==> src/rtl/fetch_queue_pkg.sv <==
// Shared definitions for the three-wide fetch queue: default geometry,
// the NOP encoding driven on empty decode slots, and the take-clip helper.
package fetch_queue_pkg;

    localparam int          FQ_DEPTH  = 8;
    localparam int          FQ_W      = 32;
    localparam int          FQ_SLOTS  = 3;
    localparam logic [31:0] NOP_INSTR = 32'h0000_0000;

    // Decode may ask for more entries than are presented; clip to what exists.
    function automatic logic [1:0] clip_take(input logic [1:0] take,
                                             input logic [1:0] avail);
        return (take > avail) ? avail : take;
    endfunction

endpackage

==> src/rtl/fetch_queue_ram.sv <==
// fq_ram: DEPTH x (2W) register-file storage for {pc, instr} entries.
// Three write ports addressed tail+0..2 and three asynchronous read ports
// addressed head+0..2. Writes in one cycle always hit distinct entries, so
// there is no write-conflict resolution. Storage is intentionally not reset.
module fq_ram
    import fetch_queue_pkg::*;
#(
    parameter  int DEPTH = FQ_DEPTH,
    parameter  int W     = FQ_W,
    localparam int AW    = $clog2(DEPTH)
) (
    input  logic                clk,
    input  logic [FQ_SLOTS-1:0] we,
    input  logic [AW-1:0]       waddr0,
    input  logic [AW-1:0]       waddr1,
    input  logic [AW-1:0]       waddr2,
    input  logic [2*W-1:0]      wdata0,
    input  logic [2*W-1:0]      wdata1,
    input  logic [2*W-1:0]      wdata2,
    input  logic [AW-1:0]       raddr0,
    input  logic [AW-1:0]       raddr1,
    input  logic [AW-1:0]       raddr2,
    output logic [2*W-1:0]      rdata0,
    output logic [2*W-1:0]      rdata1,
    output logic [2*W-1:0]      rdata2
);

    logic [2*W-1:0] mem [DEPTH];

    // Per-port writes; addresses are tail-relative and never collide.
    always_ff @(posedge clk) begin
        if (we[0]) mem[waddr0] <= wdata0;
        if (we[1]) mem[waddr1] <= wdata1;
        if (we[2]) mem[waddr2] <= wdata2;
    end

    assign rdata0 = mem[raddr0];
    assign rdata1 = mem[raddr1];
    assign rdata2 = mem[raddr2];

endmodule

==> src/rtl/fetch_queue.sv <==
// fetch_queue: three-wide in-order instruction queue between fetch and
// decode. Holds head/tail pointers and an explicit occupancy count, clips
// over-large dequeue requests, and masks unused decode slots to PC 0 / NOP.
//
// Handshake: fetch may push enq_count entries only while enq_ready is high
// (at least three free entries, judged from the registered count alone);
// pushes while enq_ready is low are ignored. Decode sees deq_avail entries
// show-ahead and consumes min(deq_take, deq_avail) of them at the next edge.
// flush (and rst above it) discards the queue and any same-cycle push/take.
module fetch_queue
    import fetch_queue_pkg::*;
#(
    parameter  int DEPTH = FQ_DEPTH,
    parameter  int W     = FQ_W,
    localparam int AW    = $clog2(DEPTH),
    localparam int CW    = AW + 1
) (
    input  logic          clk,
    input  logic          rst,
    input  logic          flush,
    input  logic [1:0]    enq_count,
    input  logic [W-1:0]  enq_pc0,
    input  logic [W-1:0]  enq_pc1,
    input  logic [W-1:0]  enq_pc2,
    input  logic [W-1:0]  enq_instr0,
    input  logic [W-1:0]  enq_instr1,
    input  logic [W-1:0]  enq_instr2,
    output logic          enq_ready,
    output logic [1:0]    deq_avail,
    output logic [W-1:0]  deq_pc0,
    output logic [W-1:0]  deq_pc1,
    output logic [W-1:0]  deq_pc2,
    output logic [W-1:0]  deq_instr0,
    output logic [W-1:0]  deq_instr1,
    output logic [W-1:0]  deq_instr2,
    input  logic [1:0]    deq_take,
    output logic [CW-1:0] count,
    output logic          empty,
    output logic          full
);

    logic [AW-1:0]       head_q;
    logic [AW-1:0]       tail_q;
    logic [CW-1:0]       count_q;
    logic [1:0]          n_acc;
    logic [1:0]          t_eff;
    logic [FQ_SLOTS-1:0] we;
    logic [2*W-1:0]      rdata0;
    logic [2*W-1:0]      rdata1;
    logic [2*W-1:0]      rdata2;

    // Status flags depend only on the registered count.
    assign count     = count_q;
    assign empty     = (count_q == '0);
    assign full      = (count_q == CW'(DEPTH));
    assign enq_ready = (count_q <= CW'(DEPTH - 3));
    assign deq_avail = (count_q >= CW'(3)) ? 2'd3 : count_q[1:0];

    assign n_acc = enq_ready ? enq_count : 2'd0;
    assign t_eff = clip_take(deq_take, deq_avail);

    // Slots are packed from 0, so slot i is written when more than i accepted.
    assign we = (rst || flush) ? '0
              : {(n_acc == 2'd3), (n_acc >= 2'd2), (n_acc >= 2'd1)};

    // Pointer and occupancy update: rst, then flush, then normal enq/deq.
    always_ff @(posedge clk) begin
        if (rst) begin
            head_q  <= '0;
            tail_q  <= '0;
            count_q <= '0;
        end else if (flush) begin
            head_q  <= '0;
            tail_q  <= '0;
            count_q <= '0;
        end else begin
            head_q  <= head_q + AW'(t_eff);
            tail_q  <= tail_q + AW'(n_acc);
            count_q <= count_q + CW'(n_acc) - CW'(t_eff);
        end
    end

    fq_ram #(
        .DEPTH (DEPTH),
        .W     (W)
    ) u_ram (
        .clk    (clk),
        .we     (we),
        .waddr0 (tail_q),
        .waddr1 (tail_q + AW'(1)),
        .waddr2 (tail_q + AW'(2)),
        .wdata0 ({enq_pc0, enq_instr0}),
        .wdata1 ({enq_pc1, enq_instr1}),
        .wdata2 ({enq_pc2, enq_instr2}),
        .raddr0 (head_q),
        .raddr1 (head_q + AW'(1)),
        .raddr2 (head_q + AW'(2)),
        .rdata0 (rdata0),
        .rdata1 (rdata1),
        .rdata2 (rdata2)
    );

    // Slots beyond deq_avail show PC 0 and a NOP rather than stale storage.
    assign deq_pc0    = (deq_avail > 2'd0) ? rdata0[2*W-1:W] : '0;
    assign deq_pc1    = (deq_avail > 2'd1) ? rdata1[2*W-1:W] : '0;
    assign deq_pc2    = (deq_avail > 2'd2) ? rdata2[2*W-1:W] : '0;
    assign deq_instr0 = (deq_avail > 2'd0) ? rdata0[W-1:0]   : W'(NOP_INSTR);
    assign deq_instr1 = (deq_avail > 2'd1) ? rdata1[W-1:0]   : W'(NOP_INSTR);
    assign deq_instr2 = (deq_avail > 2'd2) ? rdata2[W-1:0]   : W'(NOP_INSTR);

endmodule
==> config.mk <==
export PLATFORM = sky130hd
export DESIGN_NAME = fetch_queue
export DESIGN_NICKNAME = d
export VERILOG_FILES = /design/src/rtl/fetch_queue_pkg.sv /design/src/rtl/fetch_queue_ram.sv /design/src/rtl/fetch_queue.sv
export SDC_FILE = /design/constraint.sdc
export NUM_CORES = 2
export LEC_CHECK = 0
export ABC_CLOCK_PERIOD_IN_PS = 11400
export CORE_ASPECT_RATIO = 1.2
export CORE_UTILIZATION = 55
export CTS_CLUSTER_DIAMETER = 30
export DETAILED_ROUTE_END_ITERATION = 8
export PLACE_DENSITY = 0.78
export SYNTH_ARGS = -nofsm -noshare
export SYNTH_HDL_FRONTEND = slang
export SYNTH_SLANG_ARGS = --single-unit
==> constraint.sdc <==
create_clock -name clk -period 11.4 [get_ports clk]
set_input_delay 2.28 -clock clk [delete_from_list [all_inputs] [get_ports clk]]
set_output_delay 2.28 -clock clk [all_outputs]
set_load 0.01 [all_outputs]
==> flow_metrics.env <==
export IMPL_antenna_found_initial=20
export IMPL_drt_initial_drc_count=6528
export IMPL_ys_seq_elements=522
export IMPL_grt_pass1_wl_um=223000
export IMPL_synthMuxAreaShare=0.241
export IMPL_mostFrequentLayoutCell="nor2_1"
export IMPL_synth_area_per_cell_um2=10.5
export IMPL_synth_edff_count=512
export IMPL_cp_max_fo=130
export IMPL_crit_slowest_cell="dfxtp_4"
export IMPL_hpwl_um=83800
export IMPL_routed_wl_um=154000
export IMPL_cp_required_ns=9.12
export IMPL_h_tree_depth=3
export IMPL_syn_instance_count=3627
export IMPL_seq_area_um2=15600
export IMPL_yosysWarnings=0
export IMPL_place_ws_ns=4.73
export IMPL_maxCapViolCount=0
export IMPL_synthAdderAreaFrac=0.00670
export IMPL_final_antenna_net_count=0
export IMPL_path_cells="buf_12, buf_4, mux2i_1, mux2_2, or2_2, a21oi_1, clkdlybuf4s50_1"
export IMPL_slew_violations=0
export IMPL_clk_pin_slew_worst_paths_ns=0.05
export IMPL_synth_cell_types=46
export IMPL_synth_compound_area_frac=0.152
export IMPL_postLayoutCoreUtil=0.664
export IMPL_dr_pass1_iters=8
export IMPL_clk_latency_ns=0.66
export IMPL_setup_viol=0
export IMPL_grtUsageTotal=0.430
export IMPL_critPathCaptureType="output port"
export IMPL_hp_class="reg2reg"
export IMPL_relSlewSlack=0.132
export IMPL_die_area_um2=70300
export IMPL_synth_xor_xnor_area_share=0.00223
export IMPL_total_power_mw=9.08
export IMPL_synth_area_leaders="edfxtp_1, mux4_2, nor2_1, a221oi_1, a22oi_1"
export IMPL_numCtsBuffers=109
export IMPL_grt_start_max_net_pins=131
export IMPL_final_period_utilization=0.643
export IMPL_die_width_um=242
export IMPL_timing_final_crit_period_ns=7.33
export IMPL_vias_per_cell=7.67
export IMPL_fin_nets=3871
export IMPL_synth_seq_area_share=0.409
export IMPL_area_growth_pct=19.4
export IMPL_fin_hold_ws_ns=0.785
export IMPL_cts_setup_buffers=0
export IMPL_fin_skew_ns=0.0251
export IMPL_outcome="finished, final reports clean"
export IMPL_use_met3=0.136
export IMPL_ir_drop_uv=153
export IMPL_drive_gt1_frac=0.170
export IMPL_clock_fmax_ghz=0.137
export IMPL_gr_max_usage_layer="met2"
export IMPL_post_cts_resized=0
export IMPL_portBuffers=399
export IMPL_drc=0
export IMPL_cts_tree="yes"
export IMPL_design_portCount=400
export IMPL_start_util=0.556
export IMPL_grtUsageMet1=0.515
export IMPL_critPathMaxStageDelay_ns=0.98
export IMPL_critPathLaunchType="flop"
export IMPL_worst_slew_pin_slew_ns=1.30
export IMPL_crit_family="buffers and inverters"
export IMPL_cts_sinks=522
export IMPL_fin_ws_ns=4.07
export IMPL_rrSetupSlack_ns=6.53
export IMPL_synth_flop_cell="edfxtp_1"
export IMPL_synth_top_family_by_area="multiplexers"
export IMPL_critPathBufInv=3
export IMPL_detail_route_wl_per_cell_um=33.1
export IMPL_core_area_um2=68400
export IMPL_mostFrequentLayoutCells="nor2_1, edfxtp_1, clkdlybuf4s50_1"
export IMPL_fillers=4918
export IMPL_rows=105
export IMPL_multi_input_area_um2=20400
export IMPL_synth_top_area_share=0.404
export IMPL_yosys_area_share_simple=0.128
export IMPL_postSynth_asyncResetShare=0
export IMPL_place_congestion=0.884
export IMPL_grt_util_met2=0.657
export IMPL_tns_ns=0
export IMPL_num_vias=35700
export IMPL_p_leak_nw=15.3
export IMPL_grt_pass1_vias=35200
export IMPL_syn_area_um2=38100
export IMPL_rsz0062_at_grt="no"
export IMPL_synthesis_nets=3844
export IMPL_globalRouteOverflowTotal=0
export IMPL_yosysTopAreaCell="edfxtp_1"
export IMPL_ctsHoldBuffers=0
export IMPL_clk_path_buf_depth=3
export IMPL_die_y_um=290
export IMPL_cts_root_buf="clkbuf_16"
export IMPL_finalHoldViolations=0
export IMPL_crit_arrival_ns=5.05
export IMPL_worst_setup_path_type="reg2out"
export IMPL_p_per_area_nw_per_um2=200
[logic make-up (layout without fill, tap and decap cells)]
logic type / after synthesis / after routing
AND/OR/NAND/NOR: 1198 / 1198
AO/OA/AOI/OAI: 831 / 831
buffers and inverters: 570 / 688
flip-flops: 522 / 522
multiplexers: 480 / 480
adder cells (fa/ha/maj): 18 / 18
XOR/XNOR: 8 / 8
other: 0 / 8
[cells in the mapped netlist, types with 3 or more instances]
| master | number |
|---|---|
| clkbuf_2 | 50 |
| buf_1 | 124 |
| nor2b_1 | 4 |
| nand3b_1 | 4 |
| edfxtp_1 | 512 |
| nor2_1 | 906 |
| buf_2 | 105 |
| ha_1 | 14 |
| nand3_1 | 12 |
| and3_1 | 64 |
| mux2i_1 | 130 |
| buf_4 | 5 |
| fa_1 | 4 |
| mux4_2 | 348 |
| nand4_1 | 16 |
| a221oi_1 | 256 |
| a31oi_1 | 12 |
| nand2_1 | 154 |
| and4_1 | 4 |
| a22oi_1 | 244 |
| dfxtp_1 | 10 |
| nor4b_1 | 4 |
| nor4bb_1 | 3 |
| clkbuf_1 | 273 |
| xnor2_1 | 5 |
| a21oi_1 | 313 |
| inv_1 | 13 |
| nor2_2 | 5 |
| and2_1 | 12 |
[worst min-delay path: stages (launching register included)]
cell,delay (ns)
dfxtp_1,0.46
xnor2_1,0.24
nor2_1,0.04
[final timing paths]
check / from / endpoint / cells past startpoint
min: tail_q[2] / tail_q[2] / 2
max: head_q[0] / deq_pc0[31] / 7
max reg2reg: count[3] / u_ram.mem[0][30] / 8
min reg2reg: tail_q[2] / tail_q[2] / 2
[layout make-up]
cell class,count,share of cell area
clock inverters,78,0.0184
multi-input cells,2535,0.448
clock buffers,124,0.0631
flip-flops and latches,522,0.343
repair buffers,473,0.101
inverters,13,0.00107
diodes,8,0.000440
well taps,909,0.0250
[sequential cells by signal, summed over array words and instances, names as in the netlist]
signal	flops
u_ram.mem	512
head_q	3
tail_q	3
count	4
[routing by layer]
metal	share of wire	routed length, µm
met4	0.083	12800
met3	0.17	25800
met2	0.45	68700
met5	0.00082	127
met1	0.30	46700
[per-stage QoR]
stage | std cells | instance area (µm²)
3_3_place_gp | 4452 | 41700
6_report | 4662 | 45500
4_1_cts | 4654 | 45400
3_5_place_dp | 4452 | 41700
2_1_floorplan | 3627 | 38100
5_1_grt | 4661 | 45400
[power by group]
part	switching, mW	total (mW)	leakage, nW	internal, mW
Clock	1.10	3.21	1.77	2.11
Sequential	0.101	2.32	4.72	2.22
Combinational	1.84	3.55	8.85	1.72
Total	3.03	9.08	15.3	6.05
No activity file was read; power rests on OpenSTA's default activity.
